--- config.mk ---
export PLATFORM = sky130hd
export DESIGN_NAME = pr_merger
export DESIGN_NICKNAME = d
export VERILOG_FILES = /design/src/rtl/pr_merger.sv
export SDC_FILE = /design/constraint.sdc
export NUM_CORES = 1
export LEC_CHECK = 0
export BUFFER_PORTS_ARGS = -buffer_cell sky130_fd_sc_hd__buf_4
export CELL_PAD_IN_SITES_DETAIL_PLACEMENT = 1
export CELL_PAD_IN_SITES_GLOBAL_PLACEMENT = 2
export CORE_ASPECT_RATIO = 0.75
export CORE_UTILIZATION = 35
export DETAILED_ROUTE_END_ITERATION = 16
export PLACE_DENSITY = 0.74
export SLEW_MARGIN = 10
export SYNTH_ARGS = -nofsm -noshare
export SYNTH_HDL_FRONTEND = slang
export SYNTH_SLANG_ARGS = --single-unit
--- constraint.sdc ---
create_clock -name CLK -period 5.2 [get_ports CLK]
set_input_delay 0.78 -clock CLK [delete_from_list [all_inputs] [get_ports CLK]]
set_output_delay 0.78 -clock CLK [all_outputs]
set_load 0.02 [all_outputs]
--- src/rtl/pr_merger.sv ---
// pr_merger: round-robin merge of two packet-request streams into a small
// first-word-fall-through FIFO feeding the matching/dispatch stage.
module pr_merger #(
    parameter int unsigned PACKET_REQUEST_WIDTH = 99,
    parameter int unsigned FIFO_DEPTH           = 4,
    parameter int unsigned CNT_WIDTH            = 3
) (
    input  logic                            CLK,
    input  logic                            RST,
    input  logic                            A_VALID,
    input  logic [PACKET_REQUEST_WIDTH-1:0] A_DATA,
    output logic                            A_READY,
    input  logic                            B_VALID,
    input  logic [PACKET_REQUEST_WIDTH-1:0] B_DATA,
    output logic                            B_READY,
    output logic                            SEND_PR_VALID,
    output logic [PACKET_REQUEST_WIDTH-1:0] SEND_PR_DATA,
    input  logic                            SEND_PR_READY,
    output logic [CNT_WIDTH-1:0]            COUNT
);

    localparam int unsigned PTR_W = (FIFO_DEPTH > 1) ? $clog2(FIFO_DEPTH) : 1;

    typedef enum logic {
        GRANT_A = 1'b0,
        GRANT_B = 1'b1
    } grant_e;

    grant_e                          last_grant;
    grant_e                          last_grant_nxt;
    logic [PACKET_REQUEST_WIDTH-1:0] mem [FIFO_DEPTH];
    logic [PTR_W-1:0]                wr_ptr;
    logic [PTR_W-1:0]                rd_ptr;
    logic [CNT_WIDTH-1:0]            count;
    logic                            full;
    logic                            grant_a;
    logic                            grant_b;
    logic                            push_a;
    logic                            push_b;
    logic                            push;
    logic                            pop;
    logic [PACKET_REQUEST_WIDTH-1:0] push_data;

    // Round-robin grant, handshakes and next value of the grant history
    always_comb begin
        grant_a        = 1'b0;
        grant_b        = 1'b0;
        last_grant_nxt = last_grant;
        full           = (count == CNT_WIDTH'(FIFO_DEPTH));
        if (A_VALID && (!B_VALID || last_grant == GRANT_B)) begin
            grant_a = 1'b1;
        end else if (B_VALID) begin
            grant_b = 1'b1;
        end
        // No handshake may complete on the reset cycle
        A_READY   = !RST && !full && grant_a;
        B_READY   = !RST && !full && grant_b;
        push_a    = A_VALID && A_READY;
        push_b    = B_VALID && B_READY;
        push      = push_a || push_b;
        push_data = push_a ? A_DATA : B_DATA;
        pop       = !RST && SEND_PR_VALID && SEND_PR_READY;
        if (push_a) begin
            last_grant_nxt = GRANT_A;
        end else if (push_b) begin
            last_grant_nxt = GRANT_B;
        end
    end

    // Grant history register; B after reset so A wins the first tie
    always_ff @(posedge CLK) begin
        if (RST) begin
            last_grant <= GRANT_B;
        end else begin
            last_grant <= last_grant_nxt;
        end
    end

    // Pointers and occupancy
    always_ff @(posedge CLK) begin
        if (RST) begin
            wr_ptr <= '0;
            rd_ptr <= '0;
            count  <= '0;
        end else begin
            if (push) begin
                wr_ptr <= wr_ptr + PTR_W'(1);
            end
            if (pop) begin
                rd_ptr <= rd_ptr + PTR_W'(1);
            end
            case ({push, pop})
                2'b10:   count <= count + CNT_WIDTH'(1);
                2'b01:   count <= count - CNT_WIDTH'(1);
                default: count <= count;
            endcase
        end
    end

    // Storage; contents are don't-care after reset so no reset is applied
    always_ff @(posedge CLK) begin
        if (push) begin
            mem[wr_ptr] <= push_data;
        end
    end

    assign SEND_PR_VALID = (count != '0);
    assign SEND_PR_DATA  = mem[rd_ptr];
    assign COUNT         = count;

endmodule

==> results.py, run 1 <==
metrics = {
    "setup_path": {
        "end_kind": "output port",
        "worst-setup-path-type": "reg -> out",
        "cpLargestDelayFamily": "flip-flops",
        "cp_num_buf_inv": 2,
        "path_cells": "buf_4 -> mux4_2 -> buf_4",
        "start_kind": "flip-flop",
        "critPathMostFrequentCell": "buf_4",
        "max_stage_delay_ns": 0.80,
        "cp_max_fo": 31,
        "critPathSlowestCell": "dfxtp_4",
        "arrival_ns": 2.63,
        "critPathRequiredTime_ns": 4.42,
    },
    "yosys": {
        "synth_top_area_cell": "edfxtp_1",
        "avgSynthCellArea_sq_um": 24.0,
        "synth_top_area_share_pct": 72.3,
        "syn_nets": 895,
        "synthTopCellsByCount": "396 x edfxtp_1, 99 x mux4_2, 90 x mux2_4",
        "ys_warn_count": 0,
        "syn_area_sq_um": 16400,
        "ys.flop_type": "edfxtp_1",
        "yosysMostFrequentCell": "edfxtp_1",
        "synth-edff-count": 396,
        "synth_cell_type_count": 31,
        "ys_seq_area_share_pct": 73.6,
        "synthTopCellsByArea": "edfxtp_1 72%, mux4_2 14%, mux2_4 8.2%",
        "synthCells": 686,
        "async_flop_share_pct": 0,
        "ys_ff_latch": 406,
    },
    "grt": {
        "grt_pass1_wl_mm": 52.9,
        "antenna_found_initial": 0,
        "track_usage_pct": 14.7,
        "grt_max_degree": 65,
        "grt_pass1_vias": 8789,
        "grt_overflow": 0,
    },
    "timing": {
        "final_max_slew_viol_count": 0,
        "fin_crit_ns": 3.41,
        "clock_skew_ns": 0.0209,
        "max_slew_margin_pct": 31.5,
        "grt_setup_unrepaired": "no",
        "fin_setup_tns_ns": 0,
        "finalHoldViolations": 0,
        "tightest_slew_ns": 1.02,
        "fin_hold_ws_ns": 0.506,
        "fmax_ghz": 0.293,
        "min_period_over_period_pct": 65.6,
        "setup_violations": 0,
    },
    "cells_and_area": {
        "layout-drive-gt1-share_pct": 55.6,
        "synthToLayoutAreaGrowth_pct": 26.5,
        "n_fill_cell": 4308,
        "final_core_util_pct": 45.0,
        "fin_nets": 1221,
        "final_cell_count_no_fill": 1673,
        "n_antenna_cell": 0,
    },
    "pwr": {
        "intPower_mw": 6.63,
        "pwr_density_cell_nw_per_um2": 424,
        "p_comb_share_pct": 19.4,
        "irDropWorstVdd_uv": 206,
        "clkPwrFrac_pct": 34.4,
        "seq_power_share_pct": 46.2,
        "swShare_pct": 24.7,
        "leakage_nw": 7.30,
        "switchingPower_mw": 2.18,
    },
    "route": {
        "num_vias": 7968,
        "via_per_inst": 4.76,
        "firstDrtPassIters": 4,
        "drtAntennaViolNets": 0,
        "first_iter_violations": 411,
        "detail_route.wl_per_cell_um": 20.9,
        "route.detailed.drc": 0,
        "routed_wl_mm": 35.0,
    },
    "cts": {
        "cts_max_path_buffers": 3,
        "clk-insertion-delay-late_ns": 0.54,
        "cts_resized": 0,
        "clockRootBuffer": "clkbuf_16",
        "cts_sinks": 406,
        "htree_levels": 2,
        "cts_tree": "yes",
        "clk_pin_slew_ns": 0.06,
        "cts-buffers-inserted": 42,
        "holdBufCountCts": 0,
        "post_cts.repair.setup_buffers": 0,
    },
    "placement": {
        "dp_hpwl_mm": 22.3,
        "gp_congestion": 0.693,
        "port_buffers": 307,
        "placedCellCount": 1598,
    },
    "flow_run": {
        "max_cap_viol_count": 0,
    },
    "die": {
        "die_h_um": 190,
        "coreArea_sq_um": 46200,
        "start_util_pct": 35.6,
        "ios": 308,
        "die_area_sq_um": 47800,
        "die_x_um": 252,
        "num_rows": 68,
    },
    "status": {
        "status": "completed",
    },
    "hold_path": {
        "hp-class": "in -> reg",
    },
}
-- state kept, by name (all words and copies together) (netlist names), named ones only --
name        count
wr_ptr          2
COUNT           3
last_grant      1
rd_ptr          2
mem           396
-- path summary, 6_finish.rpt --
| path | endpoint | slack (ns) | cells after the start | from |
|---|---|---|---|---|
| hold / removal | COUNT[2] | 0.51 | 2 | RST |
| hold reg to reg | rd_ptr[0] | 0.51 | 1 | rd_ptr[0] |
| setup reg to reg | mem[1][92] | 2.17 | 4 | COUNT[2] |
| setup / recovery | SEND_PR_DATA[85] | 1.79 | 3 | flip-flop |
-- area by class of cell --
cell class                      instances  area (sq um)  area share [%]
Sequential cell                       406         12100            58.2
Inverter                               11          41.3           0.199
Clock inverter                         21           278            1.34
Multi-Input combinational cell        234          4000            19.2
Clock buffer                           54          1120            5.37
Tap cell                              630           788            3.79
Timing Repair Buffer                  317          2470            11.9
-- placed cells by master, fill, tap and decap left out, types with 3 or more instances in the layout --
| cell | count |
|---|---|
| clkinv_1 | 8 |
| clkbuf_16 | 43 |
| clkbuf_1 | 11 |
| mux2i_1 | 3 |
| clkinv_2 | 4 |
| inv_1 | 11 |
| buf_12 | 7 |
| mux2_2 | 10 |
| buf_4 | 310 |
| mux4_2 | 99 |
| nor2_1 | 4 |
| and2_4 | 4 |
| edfxtp_1 | 396 |
| bufinv_16 | 7 |
| dfxtp_1 | 8 |
| mux2_4 | 90 |
| ha_1 | 5 |
-- per-layer routing --
metal,routed length [um],track usage [%]
met1,16000,20.8
met2,16400,23.4
met3,2100,3.34
met4,511,2.96
met5,0,0
-- cells by family (layout without fill, tap and decap cells) --
logic type	count (synthesis)	after routing	share of synthesized area (%)
compound gates	9	9	0.510
xor+xnor	2	2	0.107
fa+ha+maj	6	6	0.502
buf+inv	46	403	2.15
flops	406	406	73.6
mux	202	202	22.7
simple gates	15	15	0.518
-- through the flow --
stage	power, mW	cell area [sq um]	setup WS [ns]
after floorplan	5.17	16400	0.883
after global placement	5.86	19400	1.79
after detailed placement	5.90	19400	1.72
after CTS	8.95	20800	1.66
after global routing	9.16	20800	1.56
final	8.81	20800	1.79
-- power by group through the flow --
| stage | logic, mW | clock network, mW | registers (mW) |
|---|---|---|---|
| after global routing | 1.83 | 3.23 | 4.10 |
| after floorplan | 1.07 | 0 | 4.10 |
| after global placement | 1.74 | 0 | 4.12 |
| final | 1.71 | 3.03 | 4.07 |
| after CTS | 1.76 | 3.12 | 4.08 |
| after detailed placement | 1.75 | 0 | 4.14 |
(Power assumes the default switching activity.)
==> inputs of run 2 (changes only) <==
ABC_AREA = 1   (was not set)
CORE_UTILIZATION = 33   (was 35)
PLACE_DENSITY = 0.82   (was 0.74)
clock period = 2.7 ns   (was 5.2 ns; I/O delays follow)
==> run 2 against run 1 <==
- worst setup slack got worse by 1.6 ns
- critical path type unchanged
- register-to-register slack worse by 1.6 ns
- power up 73%
- combinational power up 39%
- first-iteration DRC count is 33% higher
==> results.py, run 2 <==
metrics = {
    "status": {
        "status": "completed",
    },
    "setup_path": {
        "arrival_ns": 2.09,
        "start_kind": "flip-flop",
        "reg2reg_depth": 10,
        "critPathRequiredTime_ns": 2.30,
        "worst-setup-path-type": "reg -> out",
        "cp_max_fo": 66,
        "end_kind": "output port",
    },
    "yosys": {
        "syn_nets": 1560,
        "synth-edff-count": 396,
        "ys.flop_type": "edfxtp_1",
        "synthTopCellsByCount": "396 x edfxtp_1, 305 x nand2_1, 207 x nor2_1",
        "ys_ff_latch": 406,
        "yosysMostFrequentCell": "edfxtp_1",
        "ys_seq_area_share_pct": 73.7,
        "avgSynthCellArea_sq_um": 12.1,
        "syn_area_sq_um": 16400,
        "synth_top_area_cell": "edfxtp_1",
        "async_flop_share_pct": 0,
        "ys_warn_count": 0,
        "synth_top_area_share_pct": 72.5,
        "synthCells": 1351,
        "synthTopCellsByArea": "edfxtp_1 72%, nand2_1 7.0%, o21ai_0 5.8%",
        "synth_cell_type_count": 24,
    },
    "pwr": {
        "swShare_pct": 25.5,
        "clkPwrFrac_pct": 35.5,
        "intPower_mw": 11.3,
        "irDropWorstVdd_uv": 448,
        "seq_power_share_pct": 48.8,
        "leakage_nw": 7.94,
        "switchingPower_mw": 3.88,
        "pwr_density_cell_nw_per_um2": 729,
        "p_comb_share_pct": 15.6,
    },
    "cts": {
        "cts_tree": "yes",
        "htree_levels": 2,
        "cts_resized": 0,
        "post_cts.repair.setup_buffers": 0,
        "clk-insertion-delay-late_ns": 0.53,
        "cts-buffers-inserted": 42,
        "cts_max_path_buffers": 3,
        "holdBufCountCts": 0,
        "clk_pin_slew_ns": 0.06,
        "cts_sinks": 406,
        "clockRootBuffer": "clkbuf_16",
    },
    "cells_and_area": {
        "fin_nets": 1854,
        "top_register": "mem",
        "layout_common_cells": "396 x edfxtp_1, 312 x buf_4, 305 x nand2_1, 203 x nor2_1, 190 x o21ai_0",
        "mostFrequentLayoutCell": "edfxtp_1",
        "largest_register_ffs": 396,
        "layout-drive-gt1-share_pct": 24.2,
        "final_core_util_pct": 42.7,
        "synthToLayoutAreaGrowth_pct": 27.3,
        "n_antenna_cell": 0,
    },
    "grt": {
        "grt_pass1_vias": 11800,
        "track_usage_pct": 16.6,
        "grt_pass1_wl_mm": 65.6,
        "grt_max_degree": 102,
        "grt_overflow": 0,
        "antenna_found_initial": 0,
    },
    "route": {
        "detail_route.wl_per_cell_um": 18.5,
        "met2_length_mm": 21.6,
        "drtAntennaViolNets": 0,
        "routed_wl_mm": 43.1,
        "met1_length_mm": 18.9,
        "via_per_inst": 4.87,
        "first_iter_violations": 546,
        "num_vias": 11300,
        "firstDrtPassIters": 4,
        "route.detailed.drc": 0,
        "wl_met3_mm": 1.92,
        "highest_layer": "met4",
    },
    "die": {
        "start_util_pct": 33.6,
        "ios": 308,
        "die_x_um": 259,
        "coreArea_sq_um": 48900,
        "die_h_um": 195,
        "die_area_sq_um": 50600,
        "num_rows": 70,
    },
    "timing": {
        "tightest_slew_ns": 0.575,
        "fin_setup_tns_ns": 0,
        "finalHoldViolations": 0,
        "fin_hold_ws_ns": 0.0870,
        "clock_skew_ns": 0.00588,
        "max_slew_margin_pct": 61.6,
        "min_period_over_period_pct": 92.5,
        "grt_setup_unrepaired": "no",
        "fmax_ghz": 0.400,
        "setup_violations": 0,
        "final_max_slew_viol_count": 0,
        "fin_crit_ns": 2.50,
    },
    "hold_path": {
        "hold_depth": 2,
        "hp-class": "in -> reg",
    },
    "placement": {
        "gp_congestion": 0.719,
        "port_buffers": 307,
        "dp_hpwl_mm": 27.4,
    },
    "flow_run": {
        "max_cap_viol_count": 0,
    },
}
run 2: cell types whose count changed in the layout (fill, tap and decap cells not counted), sizes merged, moves of 4 or more:
cell    delta
clkinv     +7
buf       +19
nor2     +203
o21ai    +202
a21oi      +7
inv        +8
o22ai     +99
mux2     -100
nand3      +6
mux4      -99
and2       -4
bufinv     -5
nand2    +303
run 2: stage by stage:
stage | power, mW | instance area, sq um | setup WS [ns] | cells
CTS | 15.4 | 20900 | 0.00417 | 2325
finish | 15.2 | 20900 | 0.203 | 2325
detailed placement | 9.99 | 19600 | 0.484 | 2249
floorplan | 8.83 | 16500 | 0.0166 | 1351
global placement | 9.90 | 19600 | 0.480 | 2249
global route | 15.8 | 20900 | 0.0450 | 2325
run 2: power groups by stage:
stage | Combinational (mW) | Sequential, mW | Clock [mW]
after floorplan | 1.27 | 7.56 | 0
after global placement | 2.35 | 7.55 | 0
after detailed placement | 2.42 | 7.57 | 0
after CTS | 2.43 | 7.43 | 5.57
after global routing | 2.59 | 7.45 | 5.77
final | 2.38 | 7.43 | 5.41
run 2: area by class of cell:
| class | instances | area, sq um |
|---|---|---|
| flip-flops and latches | 406 | 12100 |
| clock inverters | 20 | 146 |
| repair buffers | 336 | 2810 |
| clock buffers | 56 | 1120 |
| multi-input cells | 837 | 3790 |
| well taps | 648 | 811 |
| fillers | 5170 | 28000 |
| inverters | 22 | 90.1 |
run 2: final timing paths:
| path | to | from | slack, ns |
|---|---|---|---|
| setup / recovery | SEND_PR_DATA[26] | flip-flop | 0.20 |
| hold / removal | flip-flop | RST | 0.09 |
| setup reg to reg | COUNT[2] | COUNT[1] | 0.58 |
| hold reg to reg | rd_ptr[0] | rd_ptr[0] | 0.52 |
run 2: critical path, stage by stage, from the launching register on:
cell	delay, ns
dfxtp_4	0.39
buf_6	0.40
o21ai_0	0.18
o22ai_1	0.34
buf_4	0.22
run 2: routing by layer:
| metal | GRT usage [%] | vias up |
|---|---|---|
| li1 | - | 5407 |
| met4 | 3.42 | 0 |
| met2 | 28.8 | 234 |
| met1 | 21.8 | 5626 |
| met3 | 2.86 | 48 |
| met5 | 0 | - |
run 2: cells by family (layout without fill, tap and decap cells):
kind of cell,count (synthesis),in the layout,share of synthesized area [%]
compound gates,312,312,10.3
xor+xnor,1,1,0.0534
fa+ha+maj,6,6,0.503
buf+inv,108,434,3.49
flops,406,406,73.7
simple gates,518,518,11.9
==> inputs of run 3 (changes only) <==
CORE_UTILIZATION = 34   (was 33)
CTS_BUF_LIST = sky130_fd_sc_hd__clkbuf_8   (was not set)
PLACE_DENSITY = 0.86   (was 0.82)
SETUP_SLACK_MARGIN = 0.02   (was not set)
==> run 3 against run 2 <==
- non-clock buffer count shrank 3
- sequential share of layout area grew 0.38 points
- die area shrank 2.9%
- sequential power is essentially flat
- via count grew 2.1%
- critical path type unchanged
- critical endpoint is now SEND_PR_DATA[65]
- highest routed layer unchanged
==> results.py, run 3 (synthesis results as in run 2) <==
metrics = {
    "cells_and_area": {
        "synthToLayoutAreaGrowth_pct": 26.5,
        "largest_register_ffs": 396,
        "layout_common_cells": "396 x edfxtp_1, 312 x buf_4, 305 x nand2_1, 202 x nor2_1, 190 x o21ai_0",
        "fin_nets": 1876,
        "layout-drive-gt1-share_pct": 25.4,
        "final_core_util_pct": 43.7,
        "mostFrequentLayoutCell": "edfxtp_1",
        "top_register": "mem",
        "n_antenna_cell": 0,
    },
    "grt": {
        "met3_usage_pct": 3.54,
        "grt.met2_usage_pct": 29.9,
        "grt_pass1_wl_mm": 66.1,
        "grt_overflow": 0,
        "track_usage_pct": 17.4,
        "antenna_found_initial": 0,
        "grt_pass1_vias": 12100,
        "top_usage_layer": "met2",
        "use_met1_pct": 21.9,
        "grt_max_degree": 100,
    },
    "setup_path": {
        "critPathRequiredTime_ns": 2.30,
        "path_cells": "inv_6 -> buf_12 -> o21ai_0 -> o22ai_1 -> buf_4",
        "start_kind": "flip-flop",
        "end_kind": "output port",
        "arrival_ns": 2.17,
        "critPathSlowestCell": "dfxtp_4",
        "r2r_end": "COUNT[2]",
        "max_stage_delay_ns": 0.44,
        "rrSetupSlack_ns": 0.63,
        "worst-setup-path-type": "reg -> out",
        "cp_max_fo": 76,
        "reg2reg_depth": 10,
        "rr_startpoint": "last_grant",
    },
    "hold_path": {
        "min_from": "A_DATA[63]",
        "hp-class": "in -> reg",
        "hold_depth": 3,
        "hold_path_end": "mem[3][63]",
    },
    "route": {
        "num_vias": 11600,
        "first_iter_violations": 680,
        "drtAntennaViolNets": 0,
        "via_per_inst": 4.91,
        "route.detailed.drc": 0,
        "detail_route.wl_per_cell_um": 18.5,
        "firstDrtPassIters": 5,
        "routed_wl_mm": 43.5,
    },
    "cts": {
        "cts-buffers-inserted": 67,
        "clockRootBuffer": "clkbuf_8",
        "cts_max_path_buffers": 3,
        "htree_levels": 3,
        "cts_sinks": 406,
        "clk_pin_slew_ns": 0.06,
        "clk-insertion-delay-late_ns": 0.60,
        "cts_tree": "yes",
    },
    "flow_run": {
        "max_cap_viol_count": 0,
    },
    "timing": {
        "grt_setup_unrepaired": "no",
        "finalHoldViolations": 0,
        "clock_skew_ns": 0.0319,
        "tightest_slew_ns": 0.666,
        "final_max_slew_viol_count": 0,
        "fmax_ghz": 0.389,
        "fin_setup_tns_ns": 0,
        "fin_crit_ns": 2.57,
        "min_period_over_period_pct": 95.3,
        "max_slew_margin_pct": 55.6,
        "setup_violations": 0,
    },
    "placement": {
        "port_buffers": 307,
        "dp_hpwl_mm": 26.4,
        "gp_congestion": 0.750,
    },
    "die": {
        "ios": 308,
        "die_h_um": 192,
        "start_util_pct": 34.5,
        "die_area_sq_um": 49100,
        "die_x_um": 256,
        "num_rows": 69,
        "coreArea_sq_um": 47500,
    },
    "pwr": {
        "leakage_nw": 7.98,
        "irDropWorstVdd_uv": 233,
        "pwr_density_cell_nw_per_um2": 715,
    },
    "status": {
        "status": "completed",
    },
}
run 3: per-layer routing:
layer | share of wire (%) | up-vias
met2 | 49 | 279
met4 | 2.3 | 0
li1 | - | 5453
met5 | 0 | -
met3 | 4.9 | 78
met1 | 44 | 5748
run 3: area by class of cell:
| cell class | instances | area (sq um) |
|---|---|---|
| multi-input cells | 837 | 3810 |
| clock buffers | 68 | 936 |
| flip-flops and latches | 406 | 12100 |
| inverters | 22 | 91.3 |
| well taps | 639 | 800 |
| fillers | 5093 | 26700 |
| clock inverters | 48 | 292 |
| repair buffers | 333 | 2720 |
run 3: what timing repair did:
item / 4_1_cts / 5_1_grt
setup buffers: 1 / 0
endpoints found under the hold margin: 2 / 0
endpoints found under the setup margin: 5 / 10
hold buffers: 1 / 0
resized for setup: 0 / 7
run 3: per-stage QoR:
stage / setup WS [ns] / cell area, sq um / total power [mW] / hold WS (ns) / cells
2_1_floorplan: 0.0329 / 16500 / 8.83 / 0.464 / 1351
3_3_place_gp: 0.500 / 19500 / 9.87 / 0.489 / 2235
3_5_place_dp: 0.476 / 19500 / 9.95 / 0.507 / 2235
4_1_cts: 0.0295 / 20700 / 15.0 / 0.0849 / 2353
5_1_grt: 0.0198 / 20700 / 15.5 / 0.120 / 2353
6_report: 0.127 / 20700 / 14.8 / 0.150 / 2353
run 3: worst max-delay path, delay by kind of cell, from the launching register on:
family                 cells  cell delay (ns)
AOI/OAI and AO/OA          2             0.43
DFF                        1             0.44
buffers and inverters      3             0.61
run 3: how the worst max path moves through the flow:
| stage | end | slack, ns | cells past startpoint |
|---|---|---|---|
| 2_1_floorplan | mem[0][0] | 0.03 | 4 |
| 5_1_grt | SEND_PR_DATA[65] | 0.02 | 5 |
| 3_5_place_dp | COUNT[2] | 0.48 | 11 |
| 3_3_place_gp | COUNT[2] | 0.50 | 11 |
| 6_report | SEND_PR_DATA[65] | 0.13 | 5 |
| 4_1_cts | SEND_PR_DATA[23] | 0.03 | 4 |
run 3: power breakdown:
group / internal, mW / total, mW / leakage (nW) / switching [mW]
registers: 7.36 / 7.44 / 3.71 / 0.0874
logic: 0.856 / 2.36 / 3.57 / 1.50
clock network: 2.64 / 5.03 / 0.706 / 2.39
total: 10.9 / 14.8 / 7.98 / 3.98
